### src/rtl/kw4281_pkg.sv
// +----------------------------------------------------------------------------
// | kw4281_pkg : shared types for the KW4281 display scheduler
// | Rev 1.0
// +----------------------------------------------------------------------------
`default_nettype none

package kw4281_pkg;

  typedef enum logic [1:0] {
    IDLE   = 2'd0,
    ROTATE = 2'd1,
    NOTICE = 2'd2
  } state_t;

  typedef logic [3:0][3:0] hex4_t;

endpackage

`default_nettype wire

### src/rtl/kw4281_rr_pick.sv
// +----------------------------------------------------------------------------
// | kw4281_rr_pick : next enabled index strictly after cur, wrapping around
// | Rev 1.0
// +----------------------------------------------------------------------------
`default_nettype none

module kw4281_rr_pick #(
  parameter int N = 4
) (
  input  logic [N-1:0]         en,
  input  logic [$clog2(N)-1:0] cur,
  output logic [$clog2(N)-1:0] nxt,
  output logic                 valid
);

  localparam int c_idx_w = $clog2(N);

  logic [c_idx_w-1:0] w_cand;

  // Scan from the farthest offset down so the nearest enabled index wins;
  // offset N is cur itself, which covers the single-enabled case.
  always_comb begin
    w_cand = '0;
    nxt    = cur;
    for (int k = N; k >= 1; k--) begin
      w_cand = c_idx_w'((int'(cur) + k) % N);
      if (en[w_cand]) begin
        nxt = w_cand;
      end
    end
  end

  assign valid = |en;

endmodule

`default_nettype wire

### src/rtl/kw4281_display_scheduler.sv
// +----------------------------------------------------------------------------
// | kw4281_display_scheduler : rotates enabled sources onto the KW4281 display,
// |                            with a pre-empting timed notice channel
// | Rev 1.0
// +----------------------------------------------------------------------------
`default_nettype none

module kw4281_display_scheduler
  import kw4281_pkg::*;
#(
  parameter int NUM_SRC   = 4,
  parameter int DWELL_MS  = 2000,
  parameter int NOTICE_MS = 1000
) (
  input  logic                         clk_1000hz,
  input  logic                         rst_n,
  input  logic [NUM_SRC-1:0][3:0][3:0] src_hex,
  input  logic [NUM_SRC-1:0]           src_en,
  input  logic                         hold,
  input  logic                         notice_req,
  input  hex4_t                        notice_hex,
  output logic                         notice_ack,
  output hex4_t                        disp_hex,
  output logic [$clog2(NUM_SRC)-1:0]   disp_src,
  output logic                         notice_active
);

  localparam int c_ptr_w    = $clog2(NUM_SRC);
  localparam int c_dwell_w  = $clog2(DWELL_MS);
  localparam int c_notice_w = $clog2(NOTICE_MS);

  localparam logic [c_ptr_w-1:0]    c_last_idx    = c_ptr_w'(NUM_SRC - 1);
  localparam logic [c_dwell_w-1:0]  c_dwell_last  = c_dwell_w'(DWELL_MS - 1);
  localparam logic [c_notice_w-1:0] c_notice_last = c_notice_w'(NOTICE_MS - 1);

  state_t                r_state;
  logic [c_ptr_w-1:0]    r_ptr;
  logic [c_dwell_w-1:0]  r_dwell;
  logic [c_notice_w-1:0] r_ncnt;
  hex4_t                 r_latch;

  logic [c_ptr_w-1:0]    w_pick_cur;
  logic [c_ptr_w-1:0]    w_pick_idx;
  logic                  w_pick_valid;
  logic                  w_accept;

  // From IDLE, searching after the last index yields the lowest enabled one.
  assign w_pick_cur = (r_state == IDLE) ? c_last_idx : r_ptr;
  assign w_accept   = notice_req && (r_state != NOTICE);

  kw4281_rr_pick #(
    .N (NUM_SRC)
  ) u_pick (
    .en    (src_en),
    .cur   (w_pick_cur),
    .nxt   (w_pick_idx),
    .valid (w_pick_valid)
  );

  always_ff @(posedge clk_1000hz or negedge rst_n) begin
    if (!rst_n) begin
      r_state       <= IDLE;
      r_ptr         <= '0;
      r_dwell       <= '0;
      r_ncnt        <= '0;
      r_latch       <= '0;
      notice_ack    <= 1'b0;
      disp_hex      <= '0;
      disp_src      <= '0;
      notice_active <= 1'b0;
    end else begin
      // Outputs follow the current state with one cycle of latency.
      disp_src      <= r_ptr;
      notice_ack    <= w_accept;
      notice_active <= (r_state == NOTICE);
      if (r_state == ROTATE)      disp_hex <= src_hex[r_ptr];
      else if (r_state == NOTICE) disp_hex <= r_latch;
      else                        disp_hex <= '0;

      // A notice beats dwell expiry and source disable; ptr is left as is.
      if (w_accept) begin
        r_latch <= notice_hex;
        r_ncnt  <= '0;
        r_state <= NOTICE;
      end else begin
        unique case (r_state)
          IDLE: begin
            if (w_pick_valid) begin
              r_state <= ROTATE;
              r_ptr   <= w_pick_idx;
              r_dwell <= '0;
            end
          end
          ROTATE: begin
            if (!w_pick_valid) begin
              r_state <= IDLE;
            end else if (!src_en[r_ptr]) begin
              r_ptr   <= w_pick_idx;
              r_dwell <= '0;
            end else if (!hold) begin
              if (r_dwell == c_dwell_last) begin
                r_ptr   <= w_pick_idx;
                r_dwell <= '0;
              end else begin
                r_dwell <= r_dwell + 1'b1;
              end
            end
          end
          NOTICE: begin
            if (r_ncnt == c_notice_last) begin
              r_state <= w_pick_valid ? ROTATE : IDLE;
              r_dwell <= '0;
            end else begin
              r_ncnt <= r_ncnt + 1'b1;
            end
          end
          default: r_state <= IDLE;
        endcase
      end
    end
  end

endmodule

`default_nettype wire

### config.mk
export PLATFORM = sky130hd
export DESIGN_NAME = kw4281_display_scheduler
export DESIGN_NICKNAME = d
export VERILOG_FILES = /design/src/rtl/kw4281_pkg.sv /design/src/rtl/kw4281_rr_pick.sv /design/src/rtl/kw4281_display_scheduler.sv
export SDC_FILE = /design/constraint.sdc
export NUM_CORES = 1
export LEC_CHECK = 0
export BUFFER_PORTS_ARGS = -buffer_cell sky130_fd_sc_hd__buf_2
export CELL_PAD_IN_SITES_DETAIL_PLACEMENT = 0
export CELL_PAD_IN_SITES_GLOBAL_PLACEMENT = 1
export CORE_MARGIN = 4
export CORE_UTILIZATION = 39
export DETAILED_ROUTE_END_ITERATION = 12
export GPL_ROUTABILITY_DRIVEN = 1
export PLACE_DENSITY = 0.81
export SLEW_MARGIN = 25
export SYNTH_ARGS = -nofsm -noshare
export SYNTH_HDL_FRONTEND = slang
export SYNTH_HIERARCHICAL = 1
export SYNTH_SLANG_ARGS = --single-unit
### constraint.sdc
create_clock -name clk_1000hz -period 3 [get_ports clk_1000hz]
set_clock_uncertainty 0.15 [all_clocks]
set_input_delay 0.6 -clock clk_1000hz [delete_from_list [all_inputs] [get_ports clk_1000hz]]
set_output_delay 0.6 -clock clk_1000hz [all_outputs]
set_load 0.05 [all_outputs]
==> qor.yml <==
wirelength_um: 7590
io_buffer_count: 107
fin_nets: 448
min_period_over_period_pct: 79.2
final.setup.tns_ps: 0
rows: 32
ys_warn_count: 6
cts_hold_buffers: 0
leakage_uw: 0.00183
drv_slew: 0
slew_headroom_pct: 49.6
cp.required_ps: 3120
slowest_delay_ps: 550
first_pass_iters: 4
cp_cell_sequence: "or2b_1, nor4b_4, o21ai_2, or4_1, nand2_1"
post_drt_wl_per_cell_um: 16.4
rr_worst_depth: 5
initial_core_util_pct: 40.5
critPathKind: "reg -> reg"
cts_tree: "yes"
hold_class: "in -> async"
drc: 0
via_count: 2471
cts_resized: 0
overflow: 0
ir_drop_mv: 0.446
setup_viol: 0
final_antenna_net_count: 0
mostFrequentLayoutCell: "buf_2"
p_per_area_mw_per_mm2: 887
crit_buf_inv: 0
utilization_pct: 51.6
worst_pin_slew_ps: 757
synth_cells: 246
grt_max_degree: 34
syn_area_per_cell_um2: 12.8
cp.arrival_ps: 2500
die_w_um: 97.8
grt_pass1_vias: 2630
cts_setup_buffers: 0
grt_pass1_wl_um: 12800
yosysSeqAreaShare_pct: 48.6
core_mm2: 0.00777
rsz0062_at_grt: "false"
start_kind: "register"
die_h_um: 97.8
cts_buffers: 9
syn_to_final_growth_pct: 27.5
drive_gt1_share_pct: 46.8
worstSkewPairLatency_ps: 340
htree_num_levels: 3
finalWeightedCongestion: 0.807
clockRootBuffer: "clkbuf_8"
dieArea_mm2: 0.00956
syn_nets: 336
detail_route.iter0.violations: 107
regToRegStartpoint: "r_state[1]$_DFFE_PN0P_"
netlist_area_mm2: 0.00314
antenna_found_initial: 1
ios: 108
rrSetupSlack_ps: 630
crit_path_end_kind: "register"
crit_family: "simple AND/OR/NAND/NOR gates"
synth_cell_type_count: 51
layout_common_cells: "107 x buf_2, 61 x dfrtp_1, 19 x mux2_2"
finalHoldViolCount: 0
cts_buffer_depth: 2
hpwl_um: 5560
max_freq_mhz: 421
drv_cap: 0
clk_pin_slew_ps: 70
grt_use_total_pct: 16.9
viasPerCell: 5.33
cpMaxStageDelayCell: "or4_1"
cts_sinks: 61
period_needed_ps: 2370
ys_ff_latch: 61
outcome: "finished, final reports clean"
r2r_end: "r_dwell[4]$_DFFE_PN0P_"
path_max_fanout: 15
[state kept, by name, summed over array words and instances, names as in the netlist]
| signal | cells |
|---|---|
| disp_src | 2 |
| r_ncnt | 10 |
| notice_active | 1 |
| disp_hex | 16 |
| r_ptr | 2 |
| r_state | 2 |
| notice_ack | 1 |
| r_latch | 16 |
| r_dwell | 11 |
[per-stage QoR]
stage	area (um^2)	instances	power [uW]	setup slack (ps)	hold slack [ps]
6_report	4010	464	3560	625	171
4_1_cts	4010	463	3600	610	191
5_1_grt	4010	464	3770	404	230
3_5_place_dp	3800	449	2810	404	323
2_1_floorplan	3140	246	2440	761	154
3_3_place_gp	3800	449	2770	440	325
[layer usage]
| layer | GRT usage (%) | routed length, um | vias up |
|---|---|---|---|
| met4 | 7.77 | 184 | 0 |
| met1 | 22.1 | 3340 | 1214 |
| met5 | 0 | 0 | - |
| met2 | 26.8 | 3680 | 71 |
| met3 | 3.86 | 391 | 14 |
| li1 | - | - | 1172 |
[layout make-up]
| class | instances | area (um^2) |
|---|---|---|
| fillers | 723 | 3760 |
| multi-input cells | 166 | 1530 |
| flip-flops and latches | 61 | 1530 |
| repair buffers | 114 | 601 |
| well taps | 102 | 128 |
| clock buffers | 9 | 124 |
| clock inverters | 5 | 77.6 |
| inverters | 6 | 22.5 |
| diodes | 1 | 2.50 |
[kinds of logic after synthesis]
logic type / share of synthesized area [%]
compound gates: 13.3
xor+xnor: 2.23
fa+ha+maj: 0.796
buf+inv: 2.83
flops: 48.6
mux: 20.2
simple gates: 12.1
[synthesized netlist by cell type, drive strengths merged]
cell     instances  area (um^2)
a211oi           2         15.0
a21oi            3         18.8
a22o            17          149
a2bb2oi          1         8.76
a311oi           2         17.5
a31oi            3         33.8
a41oi            1         8.76
and2             1         6.26
and3             2         12.5
buf              7         43.8
clkbuf           6         22.5
clkinv           1         3.75
dfrtp           61         1530
ha               2         25.0
inv              5         18.8
mux2            20          229
mux4            17          405
nand2           10         37.5
nand2b           3         28.8
nand3            7         35.0
nand4            4         25.0
nand4b           2         17.5
nor2            14         52.6
nor2b            1         6.26
nor3            11         60.1
nor3b            2         15.0
nor4             2         12.5
nor4b            2         32.5
nor4bb           1         10.0
o211ai           1         7.51
o21ai           14         73.8
o21bai           2         15.0
o31ai            5         37.5
o41ai            2         32.5
or2              1         6.26
or2b             1         7.51
or4              2         15.0
xnor2            5         43.8
xor2             3         26.3
[power breakdown]
group          internal [uW]  total [uW]  switching [uW]
clock                    455         777             322
combinational            621        1510             893
sequential              1110        1270             152
[worst max-delay path by stage]
stage | from | end | cells past startpoint
detailed placement | src_en[0] | r_dwell[0]$_DFFE_PN0P_ | 7
CTS | r_state[1]$_DFFE_PN0P_ | r_dwell[4]$_DFFE_PN0P_ | 5
finish | r_state[1]$_DFFE_PN0P_ | r_dwell[4]$_DFFE_PN0P_ | 5
global placement | src_en[0] | r_dwell[8]$_DFFE_PN0P_ | 7
global route | r_ncnt[4]$_DFFE_PN0P_ | r_dwell[4]$_DFFE_PN0P_ | 5
floorplan | src_en[0] | r_dwell[10]$_DFFE_PN0P_ | 7
Note: power is estimated with default switching activity, not from simulation.
